===== src/rtl/fetch_stage.sv =====
// Instruction-fetch stage with IF_ID pipeline register for the 5-stage RV32I core.
// Owns the PC, drives the instruction-memory request/ready handshake, buffers one
// word fetched during a stall, and applies branch redirects from the decode stage.
module fetch_stage #(
  parameter logic [31:0] RESET_PC = 32'h0000_0000,
  parameter logic [31:0] NOP_INST = 32'h0000_0013
) (
  input  logic        clk,
  input  logic        rst,
  input  logic        stall,
  input  logic        branchFlag,
  input  logic [31:0] branchAddr,
  input  logic        imemReady,
  input  logic [31:0] imemData,
  output logic        imemReq,
  output logic [31:0] imemAddr,
  output logic [31:0] ifidPc,
  output logic [31:0] ifidInst,
  output logic        ifidValid
);

  typedef enum logic [0:0] {
    FETCH = 1'b0,
    HOLD  = 1'b1
  } state_t;

  state_t      state_r;
  logic [31:0] pc_r;
  logic [31:0] hpc_r;
  logic [31:0] hinst_r;
  logic [31:0] ifid_pc_r;
  logic [31:0] ifid_inst_r;
  logic        ifid_valid_r;

  logic [31:0] pc_next_s;
  logic [31:0] branch_target_s;
  logic        redirect_s;

  // PC increment wraps modulo 2^32; branch targets are forced word-aligned.
  assign pc_next_s       = pc_r + 32'd4;
  assign branch_target_s = branchAddr & 32'hFFFF_FFFC;
  // A branch is only honoured when the pipeline is not stalled; the branch unit re-asserts.
  assign redirect_s      = branchFlag & ~stall;

  // The request follows the state register directly and is forced low during reset.
  assign imemReq   = (state_r == FETCH) & ~rst;
  assign imemAddr  = pc_r;
  assign ifidPc    = ifid_pc_r;
  assign ifidInst  = ifid_inst_r;
  assign ifidValid = ifid_valid_r;

  // Fetch FSM, PC, hold buffer and IF_ID register; priority is reset > redirect > stall > fetch.
  always_ff @(posedge clk or posedge rst) begin
    if (rst) begin
      state_r      <= FETCH;
      pc_r         <= RESET_PC;
      hpc_r        <= 32'h0000_0000;
      hinst_r      <= 32'h0000_0000;
      ifid_pc_r    <= 32'h0000_0000;
      ifid_inst_r  <= NOP_INST;
      ifid_valid_r <= 1'b0;
    end else if (redirect_s) begin
      // Redirect drops any same-cycle memory response and any buffered word.
      state_r      <= FETCH;
      pc_r         <= branch_target_s;
      hpc_r        <= 32'h0000_0000;
      hinst_r      <= 32'h0000_0000;
      ifid_pc_r    <= 32'h0000_0000;
      ifid_inst_r  <= NOP_INST;
      ifid_valid_r <= 1'b0;
    end else if (stall) begin
      case (state_r)
        FETCH: begin
          // Capture a word that arrives while IF_ID is frozen so it is not lost.
          if (imemReady) begin
            hpc_r   <= pc_r;
            hinst_r <= imemData;
            pc_r    <= pc_next_s;
            state_r <= HOLD;
          end else begin
            state_r <= FETCH;
          end
        end
        HOLD: begin
          state_r <= HOLD;
        end
        default: begin
          state_r <= FETCH;
        end
      endcase
    end else begin
      case (state_r)
        FETCH: begin
          if (imemReady) begin
            ifid_pc_r    <= pc_r;
            ifid_inst_r  <= imemData;
            ifid_valid_r <= 1'b1;
            pc_r         <= pc_next_s;
          end else begin
            // Memory not ready: insert a bubble tagged with the pending PC.
            ifid_pc_r    <= pc_r;
            ifid_inst_r  <= NOP_INST;
            ifid_valid_r <= 1'b0;
          end
          state_r <= FETCH;
        end
        HOLD: begin
          // Release the buffered word; fetch resumes at the already-advanced PC.
          ifid_pc_r    <= hpc_r;
          ifid_inst_r  <= hinst_r;
          ifid_valid_r <= 1'b1;
          state_r      <= FETCH;
        end
        default: begin
          state_r <= FETCH;
        end
      endcase
    end
  end

endmodule


===== config.mk =====
export PLATFORM = sky130hd
export DESIGN_NAME = fetch_stage
export DESIGN_NICKNAME = d
export VERILOG_FILES = /design/src/rtl/fetch_stage.sv
export SDC_FILE = /design/constraint.sdc
export NUM_CORES = 1
export LEC_CHECK = 0
export CORE_MARGIN = 2
export CORE_UTILIZATION = 50
export DETAILED_ROUTE_END_ITERATION = 16
export PLACE_DENSITY = 0.88
export SETUP_SLACK_MARGIN = 0.3
export SYNTH_ARGS = -nofsm -noshare
export SYNTH_HDL_FRONTEND = slang
export SYNTH_SLANG_ARGS = --single-unit
export TNS_END_PERCENT = 10

===== constraint.sdc =====
create_clock -name clk -period 6.9 [get_ports clk]
set_input_delay 1.38 -clock clk [delete_from_list [all_inputs] [get_ports clk]]
set_output_delay 1.38 -clock clk [all_outputs]
set_load 0.01 [all_outputs]

* After elaboration in Yosys (flattened, before gate mapping) *
Cells that the tools add are included.

storage, ports and cells
  register bits after elaboration = 162
  bits in latches = 0
  RAM bits = 0
  ROM bits = 0
  bits of input ports = 69
  output and inout bits = 98
  word-level logic and storage cells = 43
  memories = 0

operators by class
  $add $sub $neg = 1
  multiply operators = 0
  div/mod/pow operators = 0
  magnitude comparators = 0
  eq/ne operators = 2
  shift-type cells = 0
  mux-type cells = 24
  bitwise logic cells = 5
  reduce and logical (&&, ||, !) cells = 4

operator list
  cell                                           number
  2-to-1 mux 32 bit                              16
  one-hot mux 32 bit (2 select lines)            2
  adder 32 x 3 -> 32 bit, second input constant  1
  2-to-1 mux 1 bit                               5
  != test 2 x 1 -> 1 bit, second input constant  2
  nonzero test 2 bit                             2
  inverter 1 bit                                 3
  AND reduction 3 bit                            1
  AND 1 bit                                      2
  one-hot mux 1 bit (2 select lines)             1
  AND reduction 2 bit                            1

* Depth between registers and ports, before layout *
Gate-level depths: netlist of the first run.

  word-level depth = 4
  depth in mapped cells = 8
  depth with buffers taken out = 5

* Least setup slack after synthesis of the first run *
No wires, ideal clock.

  path type = input-to-output
  start point = in rst
  end point = out imemReq
  data arrival time = 1537 ps
  required time = 5520 ps
  slack = 3983 ps
  stages = 1
  path buffers = 0
  path through = nor2_1

on the way
  cells in the longest elaborated chain, start to end = 2

RTL lines
  item             line  RTL
  start, declared  9     input logic rst,
  inverter 1 bit   46    assign imemReq = (state_r == FETCH) & ~rst;
  AND 1 bit        46
  end, declared    15    output logic imemReq,

No other way between the ends.

* Final worst setup path of the first run *
Ends and elaborated chain as after synthesis.

==> results of run 1 <==
-- sequential cells by signal, summed over array words and instances (netlist names) --
| signal | count |
|---|---|
| hinst_r | 32 |
| ifidInst | 32 |
| hpc_r | 31 |
| ifidPc | 31 |
| imemAddr | 30 |
| ifidValid | 1 |
| state_r | 1 |
-- power breakdown --
group	internal, W	total (W)	switching (W)
logic	0.000226	0.000450	0.000224
clock network	0.000549	0.000930	0.000381
registers	0.00103	0.00114	0.000104
total	0.00181	0.00252	0.000709
-- layout make-up --
class / count / share of cell area, %
flip-flops and latches: 158 / 42.1
repair buffers: 168 / 17.6
multi-input cells: 551 / 31.5
inverters: 6 / 0.292
well taps: 180 / 2.39
clock buffers: 21 / 4.89
clock inverters: 11 / 1.24
-- placed cells by master, fill, tap and decap left out, types with 5 or more instances in the layout --
cell / count
sky130_fd_sc_hd__a22oi_1: 29
sky130_fd_sc_hd__nand4_1: 6
sky130_fd_sc_hd__or4_1: 10
sky130_fd_sc_hd__mux2i_1: 34
sky130_fd_sc_hd__clkinv_2: 5
sky130_fd_sc_hd__or3_1: 8
sky130_fd_sc_hd__nor2_1: 27
sky130_fd_sc_hd__a31oi_1: 16
sky130_fd_sc_hd__clkdlybuf4s50_1: 161
sky130_fd_sc_hd__nand2_1: 202
sky130_fd_sc_hd__buf_4: 6
sky130_fd_sc_hd__nand3_1: 73
sky130_fd_sc_hd__clkbuf_16: 17
sky130_fd_sc_hd__inv_1: 5
sky130_fd_sc_hd__dfrtp_1: 154
sky130_fd_sc_hd__xnor2_1: 7
sky130_fd_sc_hd__nor4_1: 8
sky130_fd_sc_hd__o31ai_1: 9
sky130_fd_sc_hd__o21ai_0: 80
-- per-layer routing --
layer  up-vias  wire length (µm)  track usage [%]
li1       2940                 -                -
met1      3092              8130             35.2
met2       264              9790             43.3
met3        28              1350             5.45
met4         0               459             10.8
met5         -                 0                0
-- cell families (layout without fill, tap and decap cells) --
logic type,count (synthesis),count (layout)
flip-flops,158,158
AO/OA/AOI/OAI,147,147
XOR/XNOR,10,10
adder cells (fa/ha/maj),1,1
AND/OR/NAND/NOR,357,357
multiplexers,34,34
other,1,2
buffers and inverters,69,206
-- worst max path at each step --
stage              start  depth (start not counted)                     end
2_1_floorplan        rst                          1  hinst_r[0]$_DFFE_PP0P_
3_3_place_gp   imemReady                          6  hinst_r[6]$_DFFE_PP0P_
3_5_place_dp   imemReady                          6  hinst_r[1]$_DFFE_PP0P_
4_1_cts              rst                          3                 imemReq
5_1_grt              rst                          3                 imemReq
6_report             rst                          3                 imemReq
-- worst max-delay path, cell delays in order --
cell and delay (ps):
sky130_fd_sc_hd__clkdlybuf4s50_1 480, sky130_fd_sc_hd__nor2_1 110, sky130_fd_sc_hd__clkdlybuf4s50_1 530
-- through the flow --
stage	hold WS (ps)	util (%)	cells
2_1_floorplan	466	-	778
3_3_place_gp	461	63.4	1063
3_5_place_dp	469	63.4	1063
4_1_cts	483	67.6	1095
5_1_grt	500	67.6	1095
6_report	474	67.6	1095
==> impl_table.tex, run 1 <==
\begin{tabular}{lr}
\hline
Metric & Value \\
\hline
\multicolumn{2}{l}{\textbf{Synth}} \\
\quad Dominant cell type by area after synthesis & sky130\_fd\_sc\_hd\_\_dfrtp\_1 \\
\quad Share of synthesized registers carrying an async set or reset & 100\% \\
\quad Most common flop cell mapped by yosys & sky130\_fd\_sc\_hd\_\_dfrtp\_1 \\
\quad Number of different library cells in the post-synthesis netlist & 40 \\
\quad Most instantiated library cell after synthesis & sky130\_fd\_sc\_hd\_\_nand2\_1 \\
\quad Proportion of synthesized chip area in sequential cells & about 55\% \\
\quad Adder and majority gate portion of the synthesized area & less than 1\% \\
\quad Main combinational cell family by area after synthesis & simple AND/OR/NAND/NOR gates \\
\quad Cell types occupying the most area after synthesis & sky130\_fd\_sc\_hd\_\_dfrtp\_1 54\%, sky130\_fd\_sc\_hd\_\_nand2\_1 11\%, sky130\_fd\_sc\_hd\_\_o21ai\_0 5.6\% \\
\quad Netlist area before placement & 7180 µm² \\
\quad Fraction of the mapped netlist area in simple logic gates & 22.5\% \\
\quad Area share of the largest cell type after synthesis & 54.1\% \\
\quad Post-synth EDFFs & 0 \\
\quad Fraction of synthesized area in multiplexers & 4.74\% \\
\quad Number of synthesis warnings & 0 \\
\quad Avg Inst Size Synth & 9.24 µm² \\
\quad Most frequent cells after synthesis & 203 x sky130\_fd\_sc\_hd\_\_nand2\_1, 155 x sky130\_fd\_sc\_hd\_\_dfrtp\_1, 80 x sky130\_fd\_sc\_hd\_\_o21ai\_0, 73 x sky130\_fd\_sc\_hd\_\_nand3\_1, 46 x sky130\_fd\_sc\_hd\_\_clkbuf\_1 \\
\quad Number of flip-flops and latches in the synthesized netlist & between 150 and 200 \\
\quad Cells after synthesis & about 800 \\
\quad Synthesized-area fraction occupied by xor and xnor cells & 1.22\% \\
\quad Compound-gate portion of the synthesized area & 12.3\% \\
\multicolumn{2}{l}{\textbf{Hold path}} \\
\quad Cell depth of the worst hold path & 2 \\
\quad Hold Path Sink & ifidInst[26]\$\_DFFE\_PP0P\_ \\
\quad Worst min-delay path category & reg -> reg \\
\quad HP Start & ifidInst[26]\$\_DFFE\_PP0P\_ \\
\multicolumn{2}{l}{\textbf{Power and ir drop}} \\
\quad Power density over the cells & 267 nW/µm² \\
\quad Worst IR Drop VDD & about 0.16 mV \\
\quad Static leakage & slightly above 4 nW \\
\quad Power Total & 0.00252 W \\
\multicolumn{2}{l}{\textbf{Final layout}} \\
\quad Net count reported at finish & about 970 \\
\quad Proportion of layout cells with a drive suffix above 1 & 5.90\% \\
\quad Layout overhead on the synthesized area & 31.2\% \\
\quad Number of diodes & 0 \\
\quad Final-layout fill cell count & 1,097 \\
\quad Layout Cell Area excl Fill & approximately 9400 µm² \\
\quad Sequential standard cell area & 3960 µm² \\
\quad Total area of multi-input combinational cells & 2960 µm² \\
\multicolumn{2}{l}{\textbf{STA}} \\
\quad Hold Fails Final Rpt & 0 \\
\quad Pins Over Slew Limit & 0 \\
\quad Unrepaired setup endpoints after global routing & false \\
\quad Worst clock skew & roughly 6.3 ps \\
\quad Post-route setup TNS & 0 ps \\
\quad Relative slew slack & 16.8\% \\
\quad Final worst-path cycle share & 56.4\% \\
\quad Worst setup slack after layout & 3010 ps \\
\quad Worst slew pin tran & around 1200 ps \\
\quad Total of endpoints with negative setup slack in the final report & 0 \\
\quad Final min period & 3890 ps \\
\quad Maximum clock rate & 257 MHz \\
\multicolumn{2}{l}{\textbf{Clocking}} \\
\quad Level count of the clock H-tree & 4 \\
\quad Clock network latency to the later pin of the worst-skew pair & $\sim$420 ps \\
\quad CTS Sinks & 158 \\
\quad Cts repair resizes & 0 \\
\quad Buffer levels on the longest clock path & 2 \\
\quad Quantity of hold-fixing buffers added after cts & 0 \\
\quad Root buffer cell & sky130\_fd\_sc\_hd\_\_clkbuf\_16 \\
\quad Clock tree from TritonCTS & yes \\
\quad Setup Fix Bufs, Post-CTS & 0 \\
\quad Number of buffers created by CTS & 17 \\
\quad Clock Pin Slew Worst Setup and Hold Paths & 60 ps \\
\multicolumn{2}{l}{\textbf{Critical path}} \\
\quad Max FO, Critical Path & 2 \\
\quad Worst Reg2Reg Path Length in Cells & 6 \\
\quad Reg-to-reg slack, setup & just under 4000 ps \\
\quad Worst R2R End & hinst\_r[1]\$\_DFFE\_PP0P\_ \\
\quad Setup crit end kind & output port \\
\quad Required time reported for the critical path endpoint & 5520 ps \\
\quad Worst path arrival time & 2510 ps \\
\quad Setup crit start kind & primary input \\
\quad Kind of critical path & in -> out \\
\quad Critical register-to-register path startpoint & state\_r\$\_DFF\_PP0\_ \\
\multicolumn{2}{l}{\textbf{Floorplan}} \\
\quad X dimension of the die & 124 µm \\
\quad Num rows & 43 \\
\quad Total die area & 15,300 µm² \\
\quad Core box area & 13,900 µm² \\
\quad Die span in y & 124 µm \\
\quad Number of placed I/O pins & 167 \\
\quad Effective utilization at floorplan & 51.5\% \\
\multicolumn{2}{l}{\textbf{Routing}} \\
\quad Pre-Repair DR Iteration Count & 6 \\
\quad Remaining antenna violation count after routing & 0 \\
\quad Routed Wire Length & 19,700 µm \\
\quad Final routed wire length divided by cell count & 18.0 µm \\
\quad Initial detailed-routing violation count & 696 \\
\quad DRC violation count after routing & 0 \\
\quad Count of vias placed by the detailed router & between 6,000 and 7,000 \\
\quad Average via count per standard cell & a little under 6 \\
\multicolumn{2}{l}{\textbf{GRT}} \\
\quad Wire length of the first global-routing pass & 31,500 µm \\
\quad Maximum number of pins on one net before global-route repair & 100 \\
\quad Total Routing Usage GR & 26.7\% \\
\quad Total congestion overflow & 0 \\
\quad Vias in the first global route & 6,110 \\
\quad Number of antenna violations at the first check in global routing & 0 \\
\multicolumn{2}{l}{\textbf{Job}} \\
\quad Max-Cap Viols & 0 \\
\multicolumn{2}{l}{\textbf{Place}} \\
\quad Post-DP Area & 8840 µm² \\
\quad Worst slack, placed & between 2000 and 3000 ps \\
\quad Routability congestion estimate from global placement & 0.873 \\
\quad Port Buffer Count & 162 \\
\quad HPWL after detailed placement & 12,000 µm \\
\multicolumn{2}{l}{\textbf{Outcome}} \\
\quad Run status & finished clean \\
\hline
\end{tabular}
Note: power is estimated with default switching activity, not from simulation.
==> inputs of run 2 (changes only) <==
--- a/config.mk
+++ b/config.mk
@@ -6,9 +6,9 @@
 export NUM_CORES = 1
 export LEC_CHECK = 0
 export CORE_MARGIN = 2
-export CORE_UTILIZATION = 50
+export CORE_UTILIZATION = 45
 export DETAILED_ROUTE_END_ITERATION = 16
-export PLACE_DENSITY = 0.88
+export PLACE_DENSITY = 0.84
 export SETUP_SLACK_MARGIN = 0.3
 export SYNTH_ARGS = -nofsm -noshare
 export SYNTH_HDL_FRONTEND = slang
==> constraint.sdc (replaced) <==
create_clock -name clk -period 3.4 [get_ports clk]
set_input_delay 0.68 -clock clk [delete_from_list [all_inputs] [get_ports clk]]
set_output_delay 0.68 -clock clk [all_outputs]
set_load 0.01 [all_outputs]
==> run 2 against run 1 <==
Compared with the run above: worst setup slack worse by 2100 ps; first-iteration DRC count is 20% lower; combinational power is 110% higher; clock power is 110% higher; via count is 1.2% higher; critical endpoint is now imemAddr[21]$_DFFE_PP0P_; highest routed layer unchanged.
==> impl_table.tex, run 2 (synthesized netlist as in run 1, its figures left out) <==
\begin{tabular}{lr}
\hline
Metric & Value \\
\hline
\multicolumn{2}{l}{\textbf{Outcome}} \\
\quad Run status & finished clean \\
\multicolumn{2}{l}{\textbf{GRT}} \\
\quad Wire length of the first global-routing pass & roughly 32,000 µm \\
\quad Total congestion overflow & 0 \\
\quad Number of antenna violations at the first check in global routing & 0 \\
\quad Total Routing Usage GR & around 24\% \\
\quad Maximum number of pins on one net before global-route repair & 62 \\
\quad Vias in the first global route & around 6,300 \\
\multicolumn{2}{l}{\textbf{Place}} \\
\quad Routability congestion estimate from global placement & 0.803 \\
\quad Port Buffer Count & 162 \\
\quad Total instance count after detailed placement & 1,112 \\
\quad Worst slack, placed & 499 ps \\
\quad Post-DP Area & 9020 µm² \\
\quad HPWL after detailed placement & 12,800 µm \\
\multicolumn{2}{l}{\textbf{Clocking}} \\
\quad Number of buffers created by CTS & 17 \\
\quad Setup Fix Bufs, Post-CTS & 0 \\
\quad Level count of the clock H-tree & 4 \\
\quad CTS Sinks & $\sim$160 \\
\quad Clock Pin Slew Worst Setup and Hold Paths & 60 ps \\
\quad Clock network latency to the later pin of the worst-skew pair & 410 ps \\
\quad Cts repair resizes & 0 \\
\quad Root buffer cell & sky130\_fd\_sc\_hd\_\_clkbuf\_16 \\
\quad Buffer levels on the longest clock path & 2 \\
\quad Clock tree from TritonCTS & yes \\
\quad Quantity of hold-fixing buffers added after cts & 0 \\
\multicolumn{2}{l}{\textbf{Final layout}} \\
\quad Layout Cell Area excl Fill & 9630 µm² \\
\quad Most frequent cells in the layout & 202 x sky130\_fd\_sc\_hd\_\_nand2\_1, 161 x sky130\_fd\_sc\_hd\_\_clkdlybuf4s50\_1, 154 x sky130\_fd\_sc\_hd\_\_dfrtp\_1, 80 x sky130\_fd\_sc\_hd\_\_o21ai\_0, 73 x sky130\_fd\_sc\_hd\_\_nand3\_1 \\
\quad Final-layout fill cell count & 1,301 \\
\quad Layout overhead on the synthesized area & 34.2\% \\
\quad Most common cell after layout, fill and taps aside & sky130\_fd\_sc\_hd\_\_nand2\_1 \\
\quad Proportion of layout cells with a drive suffix above 1 & 6.90\% \\
\quad Non-filler cells, final & 1,143 \\
\quad Number of diodes & 0 \\
\quad Net count reported at finish & roughly 990 \\
\multicolumn{2}{l}{\textbf{Hold path}} \\
\quad Worst min-delay path category & reg -> reg \\
\quad HP Start & ifidPc[29]\$\_DFFE\_PP0P\_ \\
\quad Hold Path Sink & ifidPc[29]\$\_DFFE\_PP0P\_ \\
\quad Cell depth of the worst hold path & 2 \\
\multicolumn{2}{l}{\textbf{Routing}} \\
\quad Count of vias placed by the detailed router & 6,401 \\
\quad DRC violation count after routing & 0 \\
\quad Routed Wire Length & 19,800 µm \\
\quad Final routed wire length divided by cell count & 17.4 µm \\
\quad Remaining antenna violation count after routing & 0 \\
\quad Pre-Repair DR Iteration Count & 5 \\
\quad Average via count per standard cell & 5.60 \\
\quad Initial detailed-routing violation count & around 560 \\
\multicolumn{2}{l}{\textbf{Floorplan}} \\
\quad Core box area & approximately 16,000 µm² \\
\quad Num rows & 46 \\
\quad Effective utilization at floorplan & 45.7\% \\
\quad Number of placed I/O pins & 167 \\
\quad Die span in y & around 130 µm \\
\quad Total die area & 17,000 µm² \\
\quad X dimension of the die & roughly 130 µm \\
\multicolumn{2}{l}{\textbf{STA}} \\
\quad Maximum clock rate & 401 MHz \\
\quad Post-route setup TNS & 0 ps \\
\quad Unrepaired setup endpoints after global routing & false \\
\quad Worst clock skew & 6.93 ps \\
\quad Worst slew pin tran & 857 ps \\
\quad Final worst-path cycle share & 73.4\% \\
\quad Relative slew slack & 42.8\% \\
\quad Hold Fails Final Rpt & 0 \\
\quad Total of endpoints with negative setup slack in the final report & 0 \\
\quad Pins Over Slew Limit & 0 \\
\quad Worst setup slack after layout & 906 ps \\
\quad Final min period & approximately 2500 ps \\
\multicolumn{2}{l}{\textbf{Critical path}} \\
\quad Worst Reg2Reg Path Length in Cells & 4 \\
\quad Reg-to-reg slack, setup & 1030 ps \\
\quad Required time reported for the critical path endpoint & $\sim$3700 ps \\
\quad Setup crit start kind & primary input \\
\quad Critical register-to-register path startpoint & state\_r\$\_DFF\_PP0\_ \\
\quad Setup crit end kind & register \\
\quad Worst R2R End & imemAddr[21]\$\_DFFE\_PP0P\_ \\
\quad Worst path arrival time & 2830 ps \\
\quad Max FO, Critical Path & 10 \\
\quad Kind of critical path & in -> reg \\
\multicolumn{2}{l}{\textbf{Power and ir drop}} \\
\quad Sw power & 0.00138 W \\
\quad Static leakage & 4.23 nW \\
\quad Share of total power in combinational logic & 18.1\% \\
\quad Clock network fraction of total power & a little under two fifths \\
\quad Sw Share & between 20\% and 30\% \\
\quad Share of power burned in registers & around 44\% \\
\quad Power density over the cells & 540 nW/µm² \\
\quad Internal power consumption & 0.00382 W \\
\quad Worst IR Drop VDD & 0.343 mV \\
\multicolumn{2}{l}{\textbf{Job}} \\
\quad Max-Cap Viols & 0 \\
\hline
\end{tabular}
==> run 2: cell types whose count changed in the layout (fill, tap and decap cells not counted), sizes merged <==
cell,change
buf,+13
bufinv,+1
clkbuf,+5
clkinv,-5
clkinvlp,-1
inv,-1
==> run 2: power groups by stage <==
stage                     Combinational, W  Clock [W]  Sequential (W)
after detailed placement          0.000942          0         0.00233
after CTS                         0.000950    0.00199         0.00230
final                             0.000941    0.00196         0.00230
after global routing               0.00104    0.00207         0.00233
after global placement            0.000917          0         0.00232
after floorplan                   0.000418          0         0.00233
==> run 2: worst max-delay path by stage <==
stage	start	slack (ps)	endpoint
CTS	state_r$_DFF_PP0_	900	imemReq
floorplan	rst	720	hinst_r[0]$_DFFE_PP0P_
global route	imemReady	810	imemAddr[21]$_DFFE_PP0P_
global placement	imemReady	530	imemAddr[21]$_DFFE_PP0P_
finish	imemReady	910	imemAddr[21]$_DFFE_PP0P_
detailed placement	imemReady	500	imemAddr[21]$_DFFE_PP0P_
==> run 2: per-stage QoR <==
| stage | hold WS [ps] | utilization, % | power [W] |
|---|---|---|---|
| floorplan | 466 | - | 0.00275 |
| global placement | 460 | 57.4 | 0.00324 |
| detailed placement | 468 | 57.4 | 0.00327 |
| CTS | 481 | 61.3 | 0.00523 |
| global route | 491 | 61.3 | 0.00544 |
| finish | 473 | 61.3 | 0.00520 |
==> run 2: per-layer routing <==
layer	vias to the layer above	routed length (µm)	track usage [%]
li1	2973	-	-
met1	3077	8210	31.3
met2	317	9320	38.4
met3	34	1830	5.90
met4	0	476	10.2
met5	-	0	0
==> run 2: worst max-delay path, stage by stage <==
cell and delay [ps]:
sky130_fd_sc_hd__clkdlybuf4s50_1 660, sky130_fd_sc_hd__nand3b_4 150, sky130_fd_sc_hd__or4_1 710, sky130_fd_sc_hd__or4_1 460, sky130_fd_sc_hd__a31oi_1 170
==> run 2: cell type report <==
type                       count  area, µm²  share of cell area [%]
clock buffer                  26        509                    5.29
clock inverter                 5        103                    1.07
inverter                       6       26.3                   0.273
multi-input combinational    551       2960                    30.8
sequential                   158       3960                    41.1
tap                          216        270                    2.81
timing repair buffer         181       1800                    18.7
==> inputs of run 3 (changes only) <==
--- a/config.mk
+++ b/config.mk
@@ -6,9 +6,9 @@
 export NUM_CORES = 1
 export LEC_CHECK = 0
 export CORE_MARGIN = 2
-export CORE_UTILIZATION = 45
+export CORE_UTILIZATION = 50
 export DETAILED_ROUTE_END_ITERATION = 16
-export PLACE_DENSITY = 0.84
+export PLACE_DENSITY = 0.88
 export SETUP_SLACK_MARGIN = 0.3
 export SYNTH_ARGS = -nofsm -noshare
 export SYNTH_HDL_FRONTEND = slang
==> constraint.sdc (replaced) <==
create_clock -name clk -period 2.3 [get_ports clk]
set_input_delay 0.46 -clock clk [delete_from_list [all_inputs] [get_ports clk]]
set_output_delay 0.46 -clock clk [all_outputs]
set_load 0.01 [all_outputs]
==> run 3 against run 2 <==
Compared with the run above: clock skew shrank 1.8 ps; largest power group unchanged; via count grew 5.2%; critical path type unchanged; count of clock-buffer cells in the layout shrank 5; highest routed layer unchanged.
==> impl_table.tex, run 3 (synthesized netlist as in run 1, its figures left out) <==
\begin{tabular}{lr}
\hline
Metric & Value \\
\hline
\multicolumn{2}{l}{\textbf{Hold path}} \\
\quad Worst min-delay path category & in -> async \\
\multicolumn{2}{l}{\textbf{GRT}} \\
\quad Maximum number of pins on one net before global-route repair & 59 \\
\quad Number of antenna violations at the first check in global routing & 0 \\
\quad Wire length of the first global-routing pass & 32,600 µm \\
\quad Vias in the first global route & 6,342 \\
\quad Met2 track demand over resource in global routing & $\sim$44\% \\
\quad Grt met1 use & 37.1\% \\
\quad Layer carrying the most global-route usage & met2 \\
\quad Total congestion overflow & 0 \\
\quad Global Route met3 Usage & 5.49\% \\
\quad Total Routing Usage GR & 28.0\% \\
\multicolumn{2}{l}{\textbf{STA}} \\
\quad Total of endpoints with negative setup slack in the final report & 0 \\
\quad Final min period & slightly above 2000 ps \\
\quad Post-route setup TNS & 0 ps \\
\quad Maximum clock rate & 489 MHz \\
\quad Worst setup slack after layout & $\sim$260 ps \\
\quad Hold Fails Final Rpt & 0 \\
\quad Unrepaired setup endpoints after global routing & true \\
\quad Worst clock skew & 5.16 ps \\
\quad Relative slew slack & 64.6\% \\
\quad Worst slew pin tran & around 530 ps \\
\quad Final worst-path cycle share & 88.8\% \\
\quad Pins Over Slew Limit & 0 \\
\multicolumn{2}{l}{\textbf{Floorplan}} \\
\quad Effective utilization at floorplan & between 50\% and 60\% \\
\quad Core box area & 13,900 µm² \\
\quad Num rows & 43 \\
\quad Die span in y & approximately 120 µm \\
\quad X dimension of the die & approximately 120 µm \\
\quad Number of placed I/O pins & about 170 \\
\quad Total die area & 15,300 µm² \\
\multicolumn{2}{l}{\textbf{Place}} \\
\quad Port Buffer Count & 162 \\
\quad HPWL after detailed placement & 13,500 µm \\
\quad Routability congestion estimate from global placement & 0.874 \\
\quad Worst slack, placed & -209 ps \\
\quad Post-DP Area & 9200 µm² \\
\multicolumn{2}{l}{\textbf{Job}} \\
\quad Max-Cap Viols & 0 \\
\multicolumn{2}{l}{\textbf{Final layout}} \\
\quad Number of diodes & 0 \\
\quad Proportion of layout cells with a drive suffix above 1 & 10.7\% \\
\quad Net count reported at finish & about 1,000 \\
\quad Most frequent cells in the layout & 202 x sky130\_fd\_sc\_hd\_\_nand2\_1, 160 x sky130\_fd\_sc\_hd\_\_clkdlybuf4s50\_1, 153 x sky130\_fd\_sc\_hd\_\_dfrtp\_1, 80 x sky130\_fd\_sc\_hd\_\_o21ai\_0, 73 x sky130\_fd\_sc\_hd\_\_nand3\_1 \\
\quad Layout overhead on the synthesized area & 37.4\% \\
\quad Share of the core filled with cells & 70.7\% \\
\quad Layout Cell Area excl Fill & 9860 µm² \\
\quad Most common cell after layout, fill and taps aside & sky130\_fd\_sc\_hd\_\_nand2\_1 \\
\multicolumn{2}{l}{\textbf{Clocking}} \\
\quad Number of buffers created by CTS & 17 \\
\quad CTS Sinks & between 150 and 200 \\
\quad Buffer levels on the longest clock path & 2 \\
\quad Clock Pin Slew Worst Setup and Hold Paths & 60 ps \\
\quad Root buffer cell & sky130\_fd\_sc\_hd\_\_clkbuf\_16 \\
\quad Clock tree from TritonCTS & yes \\
\quad Level count of the clock H-tree & 4 \\
\quad Clock network latency to the later pin of the worst-skew pair & 430 ps \\
\multicolumn{2}{l}{\textbf{Routing}} \\
\quad Count of vias placed by the detailed router & $\sim$6,700 \\
\quad Remaining antenna violation count after routing & 0 \\
\quad Pre-Repair DR Iteration Count & 5 \\
\quad Average via count per standard cell & 5.94 \\
\quad DRC violation count after routing & 0 \\
\quad Final routed wire length divided by cell count & 18.5 µm \\
\quad Initial detailed-routing violation count & 794 \\
\quad Routed Wire Length & 20,900 µm \\
\multicolumn{2}{l}{\textbf{Power and ir drop}} \\
\quad Power density over the cells & 794 nW/µm² \\
\quad Worst IR Drop VDD & 0.481 mV \\
\quad Power Total & 0.00782 W \\
\quad Static leakage & 4.39 nW \\
\multicolumn{2}{l}{\textbf{Critical path}} \\
\quad Kind of critical path & in -> reg \\
\quad Worst Reg2Reg Path Length in Cells & 5 \\
\quad Longest individual stage delay on the worst path & 550 ps \\
\quad Slowest CP cell & sky130\_fd\_sc\_hd\_\_clkdlybuf4s50\_1 \\
\quad Required time reported for the critical path endpoint & 2640 ps \\
\quad Setup crit start kind & primary input \\
\quad Max FO, Critical Path & 6 \\
\quad Setup crit end kind & register \\
\quad Cell-by-cell trace of the critical path & clkdlybuf4s50\_1 > nand3b\_4 > buf\_4 > or3\_4 > or4\_4 > a31oi\_2 \\
\quad Worst path arrival time & $\sim$2400 ps \\
\multicolumn{2}{l}{\textbf{Outcome}} \\
\quad Run status & finished clean \\
\hline
\end{tabular}
-- run 3: worst max-delay path: cells and delay by family --
family	cells	cell delay, ps
simple gates	3	1010
buf+inv	2	700
compound gates	1	210
-- run 3: repair_timing --
action                                  in CTS  in global routing
gates resized for setup                      3                  8
pin swaps                                    0                  1
hold buffers                                 0                  0
endpoints found under the setup margin      14                 28
endpoints found under the hold margin        0                  0
buffers inserted                             0                  1
-- run 3: metrics by stage --
stage / hold slack [ps] / cells
finish: 429 / 1134
global placement: 462 / 1101
CTS: 401 / 1133
detailed placement: 470 / 1101
floorplan: 466 / 778
global route: 438 / 1134
-- run 3: power breakdown --
part	switching, W	internal (W)	leakage [nW]
clock	0.00113	0.00178	0.299
sequential	0.000255	0.00310	2.03
combinational	0.000781	0.000773	2.06
-- run 3: worst paths after layout --
kind / start / end / slack (ps)
worst min register to register: ifidPc[18]$_DFFE_PP0P_ / ifidPc[18]$_DFFE_PP0P_ / 480
min in group clk: stall / ifidInst[29]$_DFFE_PP0P_ / 430
worst max register to register: state_r$_DFF_PP0_ / imemAddr[17]$_DFFE_PP0P_ / 270
worst min-delay path: rst / hinst_r[30]$_DFFE_PP0P_ / 430
max in group asynchronous: rst / ifidInst[0]$_DFFE_PP1P_ / 1180
worst max-delay path: imemReady / imemAddr[17]$_DFFE_PP0P_ / 260
-- run 3: final cells by class --
cell class	count	area (µm²)
sequential	158	3960
fill	978	4080
tap	180	225
timing repair buffer	207	2040
multi-input combinational	551	3000
clock buffer	21	470
clock inverter	11	139
inverter	6	26.3
-- run 3: metal layers --
layer | wire length, µm | vias up
li1 | - | 3011
met1 | 8620 | 3323
met2 | 10100 | 325
met3 | 1320 | 72
met4 | 869 | 0
met5 | 0 | -
